$ cat config.mk
export PLATFORM = sky130hd
export DESIGN_NAME = ss_pkt_arb
export DESIGN_NICKNAME = d
export VERILOG_FILES = /design/src/rtl/ss_pkt_arb_pkg.sv /design/src/rtl/ss_rr_pick.sv /design/src/rtl/ss_pkt_arb.sv
export SDC_FILE = /design/constraint.sdc
export NUM_CORES = 1
export LEC_CHECK = 0
export CAP_MARGIN = 0
export CORE_ASPECT_RATIO = 0.7
export CORE_MARGIN = 10
export CORE_UTILIZATION = 35
export CTS_CLUSTER_DIAMETER = 50
export DETAILED_ROUTE_END_ITERATION = 16
export GPL_TIMING_DRIVEN = 0
export PLACE_DENSITY = 0.8
export SETUP_SLACK_MARGIN = 0.05
export SYNTH_ARGS = -nofsm -noshare
export SYNTH_HDL_FRONTEND = slang
export SYNTH_SLANG_ARGS = --single-unit
$ cat constraint.sdc
create_clock -name clk -period 2.4 [get_ports clk]
set_input_delay 0.6 -clock clk [delete_from_list [all_inputs] [get_ports clk]]
set_output_delay 0.6 -clock clk [all_outputs]
set_load 0.1 [all_outputs]
$ cat src/rtl/ss_pkt_arb_pkg.sv
// Shared types and a software-style round-robin helper for the packet arbiter.
// The helper mirrors the hardware pick rule so checkers can compute grants directly.
package ss_pkt_arb_pkg;

    typedef enum logic {
        IDLE   = 1'b0,
        LOCKED = 1'b1
    } arb_state_e;

    localparam int MAX_IN = 16;

    // First requester strictly after last_idx, wrapping modulo num_in; last_idx if none.
    function automatic logic [3:0] rr_pick(input logic [MAX_IN-1:0] req,
                                           input logic [3:0]        last_idx,
                                           input int                num_in);
        logic [3:0] pick;
        logic [3:0] cand;
        pick = last_idx;
        cand = '0;
        for (int k = MAX_IN; k >= 1; k--) begin
            if (k <= num_in) begin
                cand = 4'((int'(last_idx) + k) % num_in);
                if (req[cand]) begin
                    pick = cand;
                end
            end
        end
        return pick;
    endfunction

endpackage

$ cat src/rtl/ss_rr_pick.sv
// Combinational rotating priority encoder: finds the first set request
// strictly after last_idx, wrapping around modulo NUM_IN.
module ss_rr_pick
    import ss_pkt_arb_pkg::*;
#(
    parameter int  NUM_IN = 4,
    localparam int IDX_W  = $clog2(NUM_IN)
) (
    input  logic [NUM_IN-1:0] req_i,
    input  logic [IDX_W-1:0]  last_idx_i,
    output logic              any_o,
    output logic [IDX_W-1:0]  pick_o
);

    logic [IDX_W-1:0] cand;

    // Walk from the farthest candidate back to the nearest so the nearest wins.
    always_comb begin
        any_o  = 1'b0;
        pick_o = last_idx_i;
        cand   = '0;
        for (int k = NUM_IN; k >= 1; k--) begin
            cand = IDX_W'((int'(last_idx_i) + k) % NUM_IN);
            if (req_i[cand]) begin
                any_o  = 1'b1;
                pick_o = cand;
            end
        end
    end

endmodule

$ cat src/rtl/ss_pkt_arb.sv
// Packet-level round-robin arbiter: NUM_IN ss streams share one registered
// output stream; a granted input owns the output until its last beat is taken.
module ss_pkt_arb
    import ss_pkt_arb_pkg::*;
#(
    parameter int  NUM_IN    = 4,
    parameter int  NUM_BYTES = 8,
    parameter int  USER_BITS = 2,
    localparam int IDX_W     = $clog2(NUM_IN),
    localparam int DW        = NUM_BYTES * 8
) (
    input  logic                          clk,
    input  logic                          rst,
    input  logic [NUM_IN-1:0]             s_valid,
    output logic [NUM_IN-1:0]             s_ready,
    input  logic [NUM_IN*DW-1:0]          s_data,
    input  logic [NUM_IN*NUM_BYTES-1:0]   s_keep,
    input  logic [NUM_IN-1:0]             s_last,
    input  logic [NUM_IN*USER_BITS-1:0]   s_user,
    output logic                          m_valid,
    input  logic                          m_ready,
    output logic [DW-1:0]                 m_data,
    output logic [NUM_BYTES-1:0]          m_keep,
    output logic                          m_last,
    output logic [USER_BITS-1:0]          m_user,
    output logic [IDX_W-1:0]              grant_idx,
    output logic                          busy
);

    // Handshake: a beat moves on a channel at a clk edge where valid && ready;
    // once m_valid is high, m_* hold until m_ready is seen.

    arb_state_e             state_q, state_d;
    logic [IDX_W-1:0]       grant_q, grant_d;

    logic                   m_valid_q, m_valid_d;
    logic [DW-1:0]          m_data_q, m_data_d;
    logic [NUM_BYTES-1:0]   m_keep_q, m_keep_d;
    logic                   m_last_q, m_last_d;
    logic [USER_BITS-1:0]   m_user_q, m_user_d;

    logic                   pick_any;
    logic [IDX_W-1:0]       pick_idx;
    logic                   load_en;
    logic                   accept;

    logic                   sel_valid;
    logic                   sel_last;
    logic [DW-1:0]          sel_data;
    logic [NUM_BYTES-1:0]   sel_keep;
    logic [USER_BITS-1:0]   sel_user;

    ss_rr_pick #(
        .NUM_IN (NUM_IN)
    ) u_pick (
        .req_i      (s_valid),
        .last_idx_i (grant_q),
        .any_o      (pick_any),
        .pick_o     (pick_idx)
    );

    // Route the granted input's beat toward the output register.
    always_comb begin
        sel_valid = 1'b0;
        sel_last  = 1'b0;
        sel_data  = '0;
        sel_keep  = '0;
        sel_user  = '0;
        for (int i = 0; i < NUM_IN; i++) begin
            if (grant_q == IDX_W'(i)) begin
                sel_valid = s_valid[i];
                sel_last  = s_last[i];
                sel_data  = s_data[i*DW +: DW];
                sel_keep  = s_keep[i*NUM_BYTES +: NUM_BYTES];
                sel_user  = s_user[i*USER_BITS +: USER_BITS];
            end
        end
    end

    assign load_en = !m_valid_q || m_ready;
    assign accept  = (state_q == LOCKED) && sel_valid && load_en;

    always_ff @(posedge clk) begin
        if (rst) begin
            state_q <= IDLE;
            grant_q <= IDX_W'(NUM_IN - 1);
        end else begin
            state_q <= state_d;
            grant_q <= grant_d;
        end
    end

    always_comb begin
        state_d = state_q;
        grant_d = grant_q;
        case (state_q)
            IDLE: begin
                if (pick_any) begin
                    grant_d = pick_idx;
                    state_d = LOCKED;
                end
            end
            LOCKED: begin
                if (accept && sel_last) begin
                    state_d = IDLE;
                end
            end
        endcase
    end

    always_comb begin
        s_ready   = '0;
        m_valid_d = m_valid_q;
        m_data_d  = m_data_q;
        m_keep_d  = m_keep_q;
        m_last_d  = m_last_q;
        m_user_d  = m_user_q;
        if (state_q == LOCKED) begin
            s_ready[grant_q] = load_en;
        end
        if (accept) begin
            m_valid_d = 1'b1;
            m_data_d  = sel_data;
            m_keep_d  = sel_keep;
            m_last_d  = sel_last;
            m_user_d  = sel_user;
        end else if (load_en) begin
            m_valid_d = 1'b0;
        end
    end

    always_ff @(posedge clk) begin
        if (rst) begin
            m_valid_q <= 1'b0;
            m_data_q  <= '0;
            m_keep_q  <= '0;
            m_last_q  <= 1'b0;
            m_user_q  <= '0;
        end else begin
            m_valid_q <= m_valid_d;
            m_data_q  <= m_data_d;
            m_keep_q  <= m_keep_d;
            m_last_q  <= m_last_d;
            m_user_q  <= m_user_d;
        end
    end

    assign m_valid   = m_valid_q;
    assign m_data    = m_data_q;
    assign m_keep    = m_keep_q;
    assign m_last    = m_last_q;
    assign m_user    = m_user_q;
    assign grant_idx = grant_q;
    assign busy      = (state_q == LOCKED);

endmodule

=== Word-level counts from Yosys, hierarchy flattened ===
Index checks and enable logic that the tools add are counted.

* Reductions and logical operators: 10
* Add/subtract/negate cells: 4
* Order comparisons: 6
* Bitwise operators: 2
* Mux-type cells: 44
* Equality and inequality tests: 3

{| class="wikitable"
|+ Operators with widths
! cell !! count
|-
| $mux W64 || 4
|-
| $mux W8 || 4
|-
| $mux W1 || 21
|-
| $mux W2 || 8
|-
| $lt A2 B3 Y1 const B || 5
|-
| $bmux W1 S2 || 4
|-
| $add A2 B1 Y2 const B || 2
|-
| $add A2 B2 Y2 const B || 2
|-
| $and A4 B4 Y4 || 1
|-
| $eq A2 B2 Y1 const B || 2
|-
| $logic_and A1 B1 Y1 || 4
|-
| $mux W4 || 1
|-
| $reduce_bool A4 Y1 || 1
|-
| $reduce_and A3 Y1 || 1
|-
| $demux W1 S2 || 1
|-
| $eq A2 B1 Y1 const B || 1
|-
| $ge A2 B1 Y1 const B || 1
|-
| $logic_not A2 Y1 || 1
|-
| $pmux W1 S2 || 1
|-
| $reduce_bool A2 Y1 || 1
|-
| $logic_not A1 Y1 || 1
|-
| $logic_or A1 B1 Y1 || 1
|-
| $not A1 Y1 || 1
|}

* Register bits after elaboration: 79
* Bits of input ports: 307
* Word-level logic and storage cells: 76
* Output and inout bits: 83

=== Depth between registers and ports, before layout ===
Gate-level depths: netlist of the first run.

* Word-level depth: 10
* Depth in mapped cells: 10
* Mapped depth without buffers: 6

=== By module ===
Synthesis of the first run repeated with hierarchy kept, for this count alone.

* Cells, all modules: 564
* Area total of the unflattened synthesis: 5609.1 um2

{| class="wikitable"
|+ By module, submodules not included
! module !! times used !! cells an instance !! sequential area each (um2) !! area an instance (um2)
|-
| ss_pkt_arb || 1 || 550 || 1581.5 || 5526.6
|-
| ss_rr_pick || 1 || 14 || 0.0 || 82.6
|}

=== Worst setup path before layout of the first run ===
OpenSTA, ideal clock, no wires.

* Kind: reg2out
* Start: reg grant_q[1] (netlist: grant_idx[1])
* End: out s_ready[3]
* Setup slack: -1.049 ns
* Required time: 1.800 ns
* Buffers on the path: 3
* Stages on the path, launching flop included: 6
* Arrival time: 2.849 ns
* Cells stage by stage: dfxtp_1 > ha_1 > buf_2 > buf_2 > buf_1 > and3_1

* Word-level cells in the longest chain between the ends: 6
* Elaborated cells between the ends (all ways): 7
* Those cells by class: 2 x order compare; 3 x mux; 1 x bitwise; 1 x reduce/logical

{| class="wikitable"
|+ Ends and longest elaborated chain
! item !! line !! text
|-
| start, declared || ss_pkt_arb.sv:34 || <nowiki>logic [IDX_W-1:0] grant_q, grant_d;</nowiki>
|-
| start signal, assigned || ss_pkt_arb.sv:86 || <nowiki>grant_q <= IDX_W'(NUM_IN - 1);</nowiki>
|-
| start signal, assigned || ss_pkt_arb.sv:89 || <nowiki>grant_q <= grant_d;</nowiki>
|-
| $lt A2 B3 Y1 (not written as such) / $ge A2 B1 Y1 (equally long branches) || ss_pkt_arb.sv:119 || <nowiki>s_ready[grant_q] = load_en;</nowiki>
|-
| $logic_and A1 B1 Y1 (not written as such) || ss_pkt_arb.sv:119 ||
|-
| $mux W1 (not written as such) || ss_pkt_arb.sv:119 ||
|-
| $demux W1 S2 (*) || ss_pkt_arb.sv:119 ||
|-
| $and A4 B4 Y4 (no source line) (*) || n/a ||
|-
| $mux W4 (*) || ss_pkt_arb.sv:118 || <nowiki>if (state_q == LOCKED) begin</nowiki>
|-
| end, declared || ss_pkt_arb.sv:15 || <nowiki>output logic [NUM_IN-1:0] s_ready,</nowiki>
|}

Mark *: on every way between the ends. The rest lies on a longest branch, timed or not.

=== Final worst setup path of the first run ===
* Start: reg grant_q[0] (netlist: grant_idx[0])
* End: out s_ready[0]

The elaborated chain is that of the path after synthesis.

==> results of run 1 <==
cell type report:
cell class              count  area [sq um]  area share
inverters                  79         299.0     0.02870
flip-flops and latches     79          1590      0.1526
well taps                 220         275.3     0.02642
plain buffers             100         623.1     0.05980
multi-input cells         564          3413      0.3276
repair buffers            403          3933      0.3774
clock inverters             5         38.79    0.003722
diodes                      2         5.005   0.0004803
clock buffers              11         242.7     0.02329
repair_timing:
item / 4_1_cts / 5_1_grt
endpoints found under the setup margin: 106 / 67
pin swaps: 0 / 3
resized for setup: 149 / 30
hold buffers: 0 / 0
setup buffers: 5 / 10
metrics by stage:
stage	worst slack, ns	setup TNS (ns)	power (mW)
2_1_floorplan	0.06827	0	6.793
3_3_place_gp	-1.767	-23.80	8.879
3_5_place_dp	-1.776	-25.41	8.953
4_1_cts	-0.1151	-0.1691	10.17
5_1_grt	-0.02582	-0.02582	10.86
6_report	0.03029	0	10.34
worst min path at each step:
stage	cells after the start	to	slack (ns)	start
3_3_place_gp	2	m_data[49]$_SDFFE_PP0P_	0.53	m_data[49]$_SDFFE_PP0P_
3_5_place_dp	2	m_data[23]$_SDFFE_PP0P_	0.54	m_data[23]$_SDFFE_PP0P_
5_1_grt	2	m_data[37]$_SDFFE_PP0P_	0.56	m_data[37]$_SDFFE_PP0P_
2_1_floorplan	2	grant_idx[1]$_SDFFE_PP1P_	0.69	grant_idx[1]$_SDFFE_PP1P_
6_report	2	m_data[29]$_SDFFE_PP0P_	0.54	m_data[29]$_SDFFE_PP0P_
4_1_cts	2	m_data[20]$_SDFFE_PP0P_	0.55	m_data[20]$_SDFFE_PP0P_
state kept, by name, summed over array words and instances (netlist names):
| signal | flops |
|---|---|
| busy | 1 |
| m_user | 2 |
| m_data | 64 |
| m_keep | 8 |
| m_valid | 1 |
| m_last | 1 |
| grant_idx | 2 |
power breakdown:
part           total, mW  internal (mW)  switching (mW)
Clock               1.31          0.738           0.567
Sequential          1.83           1.65           0.183
Combinational       7.21           2.15            5.05
cell families after synthesis:
| group | after synthesis | synth area share |
|---|---|---|
| AOI/OAI and AO/OA | 461 | 0.4955 |
| adders and majority gates | 4 | 0.008782 |
| buffers and inverters | 182 | 0.1350 |
| DFF | 79 | 0.2775 |
| muxes | 5 | 0.01471 |
| and+or+nand+nor | 94 | 0.06850 |
tightest hold or removal path, delay by kind of cell, from the launching register on:
family	cells	cell delay, ns
flops	1	0.30
compound gates	2	0.19
routing by layer:
layer,GRT usage,vias to the layer above,part of all wire
met4,0.05507,0,0.015
met2,0.4582,383,0.49
li1,-,3873,-
met3,0.07499,29,0.076
met1,0.3303,3776,0.42
met5,0,-,0
cells in the final DEF (no fill, tap or decap), types with 3 or more instances in the layout:
| cell type | count |
|---|---|
| a211oi_1 | 75 |
| a21oi_1 | 152 |
| dfxtp_1 | 76 |
| buf_6 | 7 |
| dlygate4sd2_1 | 79 |
| nand2_1 | 77 |
| clkbuf_16 | 11 |
| a31oi_1 | 76 |
| clkdlybuf4s50_1 | 304 |
| inv_4 | 3 |
| clkbuf_1 | 49 |
| buf_1 | 6 |
| nor2_1 | 4 |
| and3_4 | 4 |
| inv_1 | 77 |
| buf_2 | 16 |
| ha_1 | 3 |
| buf_12 | 9 |
| buf_4 | 22 |
| clkbuf_2 | 7 |
| a22oi_1 | 74 |
| o21ai_0 | 75 |
==> flow_summary.json, run 1 <==
{
  "status": "completed",
  "postPlaceCellArea_sq_um": 9892,
  "crit_required_ns": 1.80,
  "drive_gt1_frac": 0.08219,
  "ys_ff_latch": 79,
  "overflow": 0,
  "dp.cells": 1433,
  "reg2reg_from": "grant_idx[1]$_SDFFE_PP1P_",
  "grtUsageTotal": 0.2680,
  "synth-edff-count": 0,
  "dieArea_sq_um": 21870,
  "maxCapViolCount": 0,
  "syn_inst": 825,
  "syn-num-nets": 1136,
  "crit_start": "grant_idx[0]$_SDFFE_PP1P_",
  "yosysSeqAreaShare": 0.2775,
  "drt-initial-drc-count": 711,
  "synth_area_leaders": "dfxtp_1 28%, a21oi_1 13%, a22oi_1 10%",
  "cpPeakStageDelay_ns": 0.35,
  "hold_viol_final": 0,
  "ir_worst_vdd_v": 0.0003596,
  "n_fill_cell": 1450,
  "reg2reg_depth": 10,
  "power_density_nw_per_um2": 992.5,
  "core_area_sq_um": 15740,
  "worst_pin_slew_ns": 1.093,
  "cts.path.max_buffers": 2,
  "p_leak_nw": 4.246,
  "synth.most_common_cell": "a21oi_1",
  "synth_top_cell_area_share": 0.2775,
  "instances_no_fill": 1463,
  "fin_util": 0.6621,
  "num_vias": 8061,
  "yosys.area.top_type": "dfxtp_1",
  "std_cell_rows": 38,
  "cpMaxStageDelayCell": "dfxtp_4",
  "cp_max_fo": 10,
  "worstPathBufferInverterCount": 5,
  "rrSetupSlack_ns": 0.14,
  "h-tree-depth": 3,
  "r2r-end": "m_data[41]$_SDFFE_PP0P_",
  "drt.antenna.violating_nets": 0,
  "skew_ns": 0.006516,
  "io_buffer_count": 388,
  "end_kind": "output port",
  "dieHeight_microns": 126.8,
  "finalInstanceArea_sq_um": 10420,
  "clk_latency_ns": 0.33,
  "finalCritPeriodShare": 0.9874,
  "syn-cell-area_sq_um": 5699,
  "cpLargestDelayFamily": "buffers and inverters",
  "grt_pass1_wl_microns": 47330,
  "fin_crit_ns": 2.370,
  "vias_per_cell": 5.510,
  "cts_tree": "yes",
  "rsz0062_at_grt": "true",
  "avgSynthCellArea_sq_um": 6.908,
  "start_util": 0.3621,
  "crit_cells": 7,
  "cts_buffers": 9,
  "post_drt_wl_per_cell_microns": 21.71,
  "critical_path.cell_chain": "buf_6, inv_2, ha_4, buf_12, buf_12, and3_4, buf_12",
  "finalMaxSlewViolations": 0,
  "worstSetupPathType": "flip-flop to output port",
  "crit_top_cell": "buf_12",
  "grt_pass1_vias": 8059,
  "yosys_most_used_dff": "dfxtp_1",
  "clkTransAtPathRegs_ns": 0.06,
  "synth_top_cells_by_count": "152 x a21oi_1, 79 x dfxtp_1, 79 x inv_1, 77 x nand2_1",
  "crit_end": "s_ready[0]",
  "min_path_type": "flip-flop to flip-flop",
  "grt_start_max_net_pins": 20,
  "antenna_found_initial": 1,
  "holdWs_ns": 0.5448,
  "synth.distinct_cells": 34,
  "place.gp.congestion": 0.9612,
  "final_nets": 1547,
  "area_growth_pct": 82.83,
  "ios": 390,
  "max_freq_mhz": 422.0,
  "yosysWarnings": 0,
  "hpwl_microns": 25270,
  "die_x_microns": 172.5,
  "clock-root-buffer": "clkbuf_16",
  "setup_viol": 0,
  "cts.sinks": 79,
  "drt_wl_total_microns": 31770,
  "first_pass_iters": 5,
  "slew_headroom": 0.2744,
  "synthArstFlopShare": 0,
  "route.detailed.drc": 0,
  "crit_path_start_kind": "flip-flop",
  "cp.arrival_ns": 1.77
}
Note: power is estimated with default switching activity, not from simulation.
==> inputs of run 2 (changes only) <==
Settings changed: SYNTH_HIERARCHICAL set to 1.
==> flow_summary.json, run 2 <==
{
  "status": "completed",
  "worst_pin_slew_ns": 1.067,
  "grt_pass1_wl_microns": 39020,
  "dieHeight_microns": 125.9,
  "synth_top_cells_by_count": "80 x inv_1, 79 x dfxtp_1, 76 x mux4_2, 75 x nand4_1, 73 x a21oi_1",
  "clk_latency_ns": 0.33,
  "reg2reg_depth": 7,
  "finalCritPeriodShare": 0.9420,
  "drt.antenna.violating_nets": 0,
  "end_kind": "output port",
  "num_antenna_cells": 0,
  "crit_end": "s_ready[3]",
  "crit_path_start_kind": "flip-flop",
  "drive_gt1_frac": 0.2126,
  "postCtsHoldBufs": 0,
  "cp_max_fo": 10,
  "largest_reg_flops": 64,
  "vias_per_cell": 5.426,
  "clkTransAtPathRegs_ns": 0.06,
  "antenna_found_initial": 0,
  "final_nets": 1271,
  "ios": 390,
  "min_path_type": "flip-flop to flip-flop",
  "cts_tree": "yes",
  "ir_worst_vdd_v": 0.0002700,
  "worstSetupPathType": "flip-flop to output port",
  "yosys.area.top_type": "mux4_2",
  "start_util": 0.3597,
  "hold_viol_final": 0,
  "avgSynthCellArea_sq_um": 9.945,
  "area_growth_pct": 80.73,
  "worstHoldPathCells": 3,
  "ys_ff_latch": 79,
  "yosysSeqAreaShare": 0.2820,
  "route.detailed.drc": 0,
  "synth_top_cell_area_share": 0.3052,
  "reg2reg_from": "grant_idx[0]$_SDFFE_PP1P_",
  "io_buffer_count": 388,
  "finalInstanceArea_sq_um": 10140,
  "cts_buffers": 9,
  "cts.path.max_buffers": 2,
  "yosysWarnings": 6,
  "skew_ns": 0.008361,
  "synth.most_common_cell": "inv_1",
  "crit_required_ns": 1.80,
  "r2r-end": "m_data[37]$_SDFFE_PP0P_",
  "syn-num-nets": 871,
  "grtUsageTotal": 0.2292,
  "cp.arrival_ns": 1.66,
  "n_fill_cell": 1336,
  "grt_pass1_vias": 6796,
  "p_leak_nw": 3.914,
  "synthArstFlopShare": 0,
  "core_area_sq_um": 15600,
  "dieArea_sq_um": 21570,
  "hpwl_microns": 21620,
  "synth_area_leaders": "mux4_2 31%, dfxtp_1 28%, a31o_2 9.5%",
  "final_cell_mix": "304 x clkdlybuf4s50_1, 80 x inv_1, 80 x dlygate4sd2_1",
  "h-tree-depth": 3,
  "num_vias": 6343,
  "synth.distinct_cells": 26,
  "syn_inst": 564,
  "drt_wl_total_microns": 25840,
  "syn-cell-area_sq_um": 5609,
  "clock-root-buffer": "clkbuf_16",
  "cts.sinks": 79,
  "power_density_nw_per_um2": 589.7,
  "power.total_mw": 5.978,
  "layout_commonest_cell": "clkdlybuf4s50_1",
  "die_x_microns": 171.3,
  "drt-initial-drc-count": 455,
  "maxCapViolCount": 0,
  "grt_start_max_net_pins": 14,
  "std_cell_rows": 38,
  "postPlaceCellArea_sq_um": 9864,
  "setup_viol": 0,
  "max_freq_mhz": 442.3,
  "rrSetupSlack_ns": 0.40,
  "first_pass_iters": 5,
  "crit_start": "grant_idx[1]$_SDFFE_PP1P_",
  "overflow": 0,
  "slew_headroom": 0.2916,
  "register_area_sq_um": 1594,
  "place.gp.congestion": 0.8366,
  "yosys_most_used_dff": "dfxtp_1",
  "rsz0062_at_grt": "false",
  "synth-edff-count": 0,
  "post_drt_wl_per_cell_microns": 22.11,
  "finalMaxSlewViolations": 0,
  "fin_crit_ns": 2.261,
  "multi_input_area_sq_um": 3451
}
-- run 2: cell count changes in the layout (fill, tap and decap cells not counted), moves of 75 or more --
cell	delta
a21oi_1	-79
mux4_2	+75
a211oi_1	-75
o21ai_0	-75
nand4_1	+75
a31oi_1	-75
-- run 2: logic make-up (layout without fill, tap and decap cells) --
group | count (synthesis) | count (layout) | synth area share
AND/OR/NAND/NOR | 91 | 91 | 0.09770
multiplexers | 78 | 78 | 0.3087
flip-flops | 79 | 79 | 0.2820
buffers and inverters | 158 | 563 | 0.1144
AO/OA/AOI/OAI | 158 | 158 | 0.1972
-- run 2: what timing repair did --
item	CTS	global route
resized for setup	127	12
pin swaps	1	0
cloned	1	0
setup buffers	3	0
endpoints found under the hold margin	0	0
setup endpoints to repair	83	55
-- run 2: metal layers --
| layer | vias to the layer above | global-route usage | part of all wire | wire length, microns |
|---|---|---|---|---|
| li1 | 2989 | - | - | - |
| met1 | 3065 | 0.2557 | 0.38 | 9727 |
| met2 | 277 | 0.4198 | 0.52 | 13370 |
| met3 | 12 | 0.07615 | 0.098 | 2543 |
| met4 | 0 | 0.03621 | 0.0075 | 195 |
| met5 | - | 0 | 0 | 0 |
-- run 2: power breakdown --
group | internal, mW | switching [mW] | total (mW) | leakage, nW
Sequential | 1.45 | 0.0693 | 1.51 | 0.646
Clock | 0.733 | 0.556 | 1.29 | 0.129
Combinational | 1.26 | 1.92 | 3.17 | 3.14
Total | 3.44 | 2.54 | 5.98 | 3.91
-- run 2: how the worst min path moves through the flow --
stage,start,endpoint,slack [ns]
6_report,m_data[22]$_SDFFE_PP0P_,m_data[22]$_SDFFE_PP0P_,0.53
5_1_grt,m_data[51]$_SDFFE_PP0P_,m_data[51]$_SDFFE_PP0P_,0.54
4_1_cts,m_data[33]$_SDFFE_PP0P_,m_data[33]$_SDFFE_PP0P_,0.53
3_5_place_dp,m_data[33]$_SDFFE_PP0P_,m_data[33]$_SDFFE_PP0P_,0.52
3_3_place_gp,m_data[36]$_SDFFE_PP0P_,m_data[36]$_SDFFE_PP0P_,0.52
2_1_floorplan,grant_idx[0]$_SDFFE_PP1P_,grant_idx[1]$_SDFFE_PP1P_,0.81
-- run 2: critical path, stage by stage (launching register included) --
cell and delay (ns):
dfxtp_4 0.40, buf_8 0.16, buf_6 0.18, buf_12 0.16
nand3_4 0.10, nor2_4 0.14, buf_12 0.18
-- run 2: through the flow --
step	hold WS, ns	setup TNS, ns	utilization	setup WS, ns	instances
6_report	0.5253	0	0.6500	0.1393	1169
5_1_grt	0.5428	0	0.6500	0.05197	1169
4_1_cts	0.5271	0	0.6501	0.05512	1170
3_5_place_dp	0.5205	-20.01	0.6325	-1.453	1152
3_3_place_gp	0.5160	-18.20	0.6325	-1.445	1152
2_1_floorplan	0.8092	-0.5029	-	-0.1872	564
-- run 2: layout make-up --
cell class,instances,share of cell area
multi-input combinational,327,0.3404
timing repair buffer,392,0.3799
inverter,80,0.02962
clock inverter,4,0.002962
sequential,79,0.1572
buffer,75,0.04085
clock buffer,12,0.02431
tap,200,0.02469
==> inputs of run 3 (changes only) <==
Settings changed: RECOVER_POWER set to 50.
==> flow_summary.json, run 3 (synthesis results as in run 2) <==
{
  "clkTransAtPathRegs_ns": 0.06,
  "drive_gt1_frac": 0.2126,
  "drt.antenna.violating_nets": 0,
  "cpLargestDelayFamily": "buffers and inverters",
  "finalCritPeriodShare": 0.9411,
  "hpwl_microns": 21620,
  "instances_no_fill": 1169,
  "ir_worst_vdd_v": 0.0002700,
  "finalMaxSlewViolations": 0,
  "dp.cells": 1152,
  "crit_top_cell": "buf_12",
  "postCtsHoldBufs": 0,
  "cts_tree": "yes",
  "crit_path_start_kind": "flip-flop",
  "die_x_microns": 171.3,
  "maxCapViolCount": 0,
  "register_area_sq_um": 1594,
  "area_growth_pct": 74.93,
  "worstSetupPathType": "flip-flop to output port",
  "place.gp.congestion": 0.8366,
  "n_fill_cell": 1387,
  "slew_headroom": 0.1384,
  "cts.path.max_buffers": 2,
  "antenna_found_initial": 0,
  "critical_path.cell_chain": "buf_8, buf_6, buf_12, nand3_4, nor2_4, buf_12",
  "skew_ns": 0.008155,
  "worstPathBufferInverterCount": 4,
  "cpMaxStageDelayCell": "dfxtp_4",
  "grt_pass1_wl_microns": 39020,
  "grtUsageTotal": 0.2292,
  "post_drt_wl_per_cell_microns": 22.24,
  "min_path_type": "flip-flop to flip-flop",
  "drt-initial-drc-count": 382,
  "hold_viol_final": 0,
  "core_area_sq_um": 15600,
  "end_kind": "output port",
  "setup_viol": 0,
  "cp.arrival_ns": 1.66,
  "num_vias": 6362,
  "grt_pass1_vias": 6796,
  "layout_commonest_cell": "clkdlybuf4s50_1",
  "rsz0062_at_grt": "false",
  "max_freq_mhz": 442.7,
  "final_nets": 1271,
  "holdWs_ns": 0.5293,
  "grt_start_max_net_pins": 14,
  "first_pass_iters": 5,
  "dieHeight_microns": 125.9,
  "crit_required_ns": 1.80,
  "route.detailed.drc": 0,
  "io_buffer_count": 388,
  "worst_pin_slew_ns": 1.298,
  "clk_latency_ns": 0.33,
  "clock-root-buffer": "clkbuf_16",
  "drt_wl_total_microns": 25990,
  "start_util": 0.3597,
  "overflow": 0,
  "dieArea_sq_um": 21570,
  "final_cell_mix": "304 x clkdlybuf4s50_1, 101 x clkbuf_1, 80 x inv_1",
  "cpPeakStageDelay_ns": 0.40,
  "multi_input_area_sq_um": 3451,
  "fin_crit_ns": 2.259,
  "h-tree-depth": 3,
  "std_cell_rows": 38,
  "cts.sinks": 79,
  "cts_buffers": 9,
  "status": "completed",
  "vias_per_cell": 5.442,
  "num_antenna_cells": 0,
  "fin_util": 0.6292,
  "p_leak_nw": 3.490,
  "ios": 390,
  "power_density_nw_per_um2": 604.3,
  "largest_reg_flops": 64,
  "cp_max_fo": 10
}
[run 3: layer usage]
metal | GRT usage | vias up | wire length (microns)
li1 | - | 2987 | -
met2 | 0.4198 | 293 | 13250
met4 | 0.03621 | 0 | 309
met3 | 0.07615 | 23 | 2488
met1 | 0.2557 | 3059 | 9943
met5 | 0 | - | 0
[run 3: worst min-delay path: stages (launching register included)]
cell and delay (ns):
dfxtp_1 0.31, inv_1 0.04, a31o_2 0.08, a21oi_1 0.05
[run 3: report_power, final]
part	total (mW)	internal (mW)	switching (mW)	leakage, nW
Combinational	3.13	1.20	1.92	2.71
Sequential	1.52	1.45	0.0729	0.646
Clock	1.28	0.733	0.552	0.129
Total	5.93	3.38	2.55	3.49
[run 3: cell type report]
type,count,share of cell area
buffer,75,0.04221
clock buffer,12,0.02512
clock inverter,4,0.003060
inverter,80,0.03060
multi-input combinational,327,0.3517
sequential,79,0.1625
tap,200,0.02550
timing repair buffer,392,0.3593
[run 3: metrics by stage]
stage / setup WS [ns] / cell area, sq um / TNS [ns] / total power, mW
3_3_place_gp: -1.445 / 9864 / -18.20 / 4.753
6_report: 0.1412 / 9812 / 0 / 5.930
5_1_grt: 0.05197 / 9812 / 0 / 6.212
3_5_place_dp: -1.453 / 9864 / -20.01 / 4.779
4_1_cts: 0.05512 / 10140 / 0 / 6.017
2_1_floorplan: -0.1872 / 5731 / -0.5029 / 3.681
[run 3: repair_timing]
action,in CTS,in global routing
pin swaps,1,0
gates cloned,1,0
buffers inserted,3,0
setup endpoints to repair,83,55
gates resized for setup,127,12
[run 3: worst paths after layout]
path,startpoint,to,slack (ns),cells past startpoint
worst max-delay path,grant_idx[1]$_SDFFE_PP1P_,s_ready[3],0.14,6
worst min register to register,m_data[23]$_SDFFE_PP0P_,m_data[23]$_SDFFE_PP0P_,0.53,3
worst max register to register,grant_idx[0]$_SDFFE_PP1P_,m_data[37]$_SDFFE_PP0P_,0.40,7
worst min-delay path,m_data[23]$_SDFFE_PP0P_,m_data[23]$_SDFFE_PP0P_,0.53,3
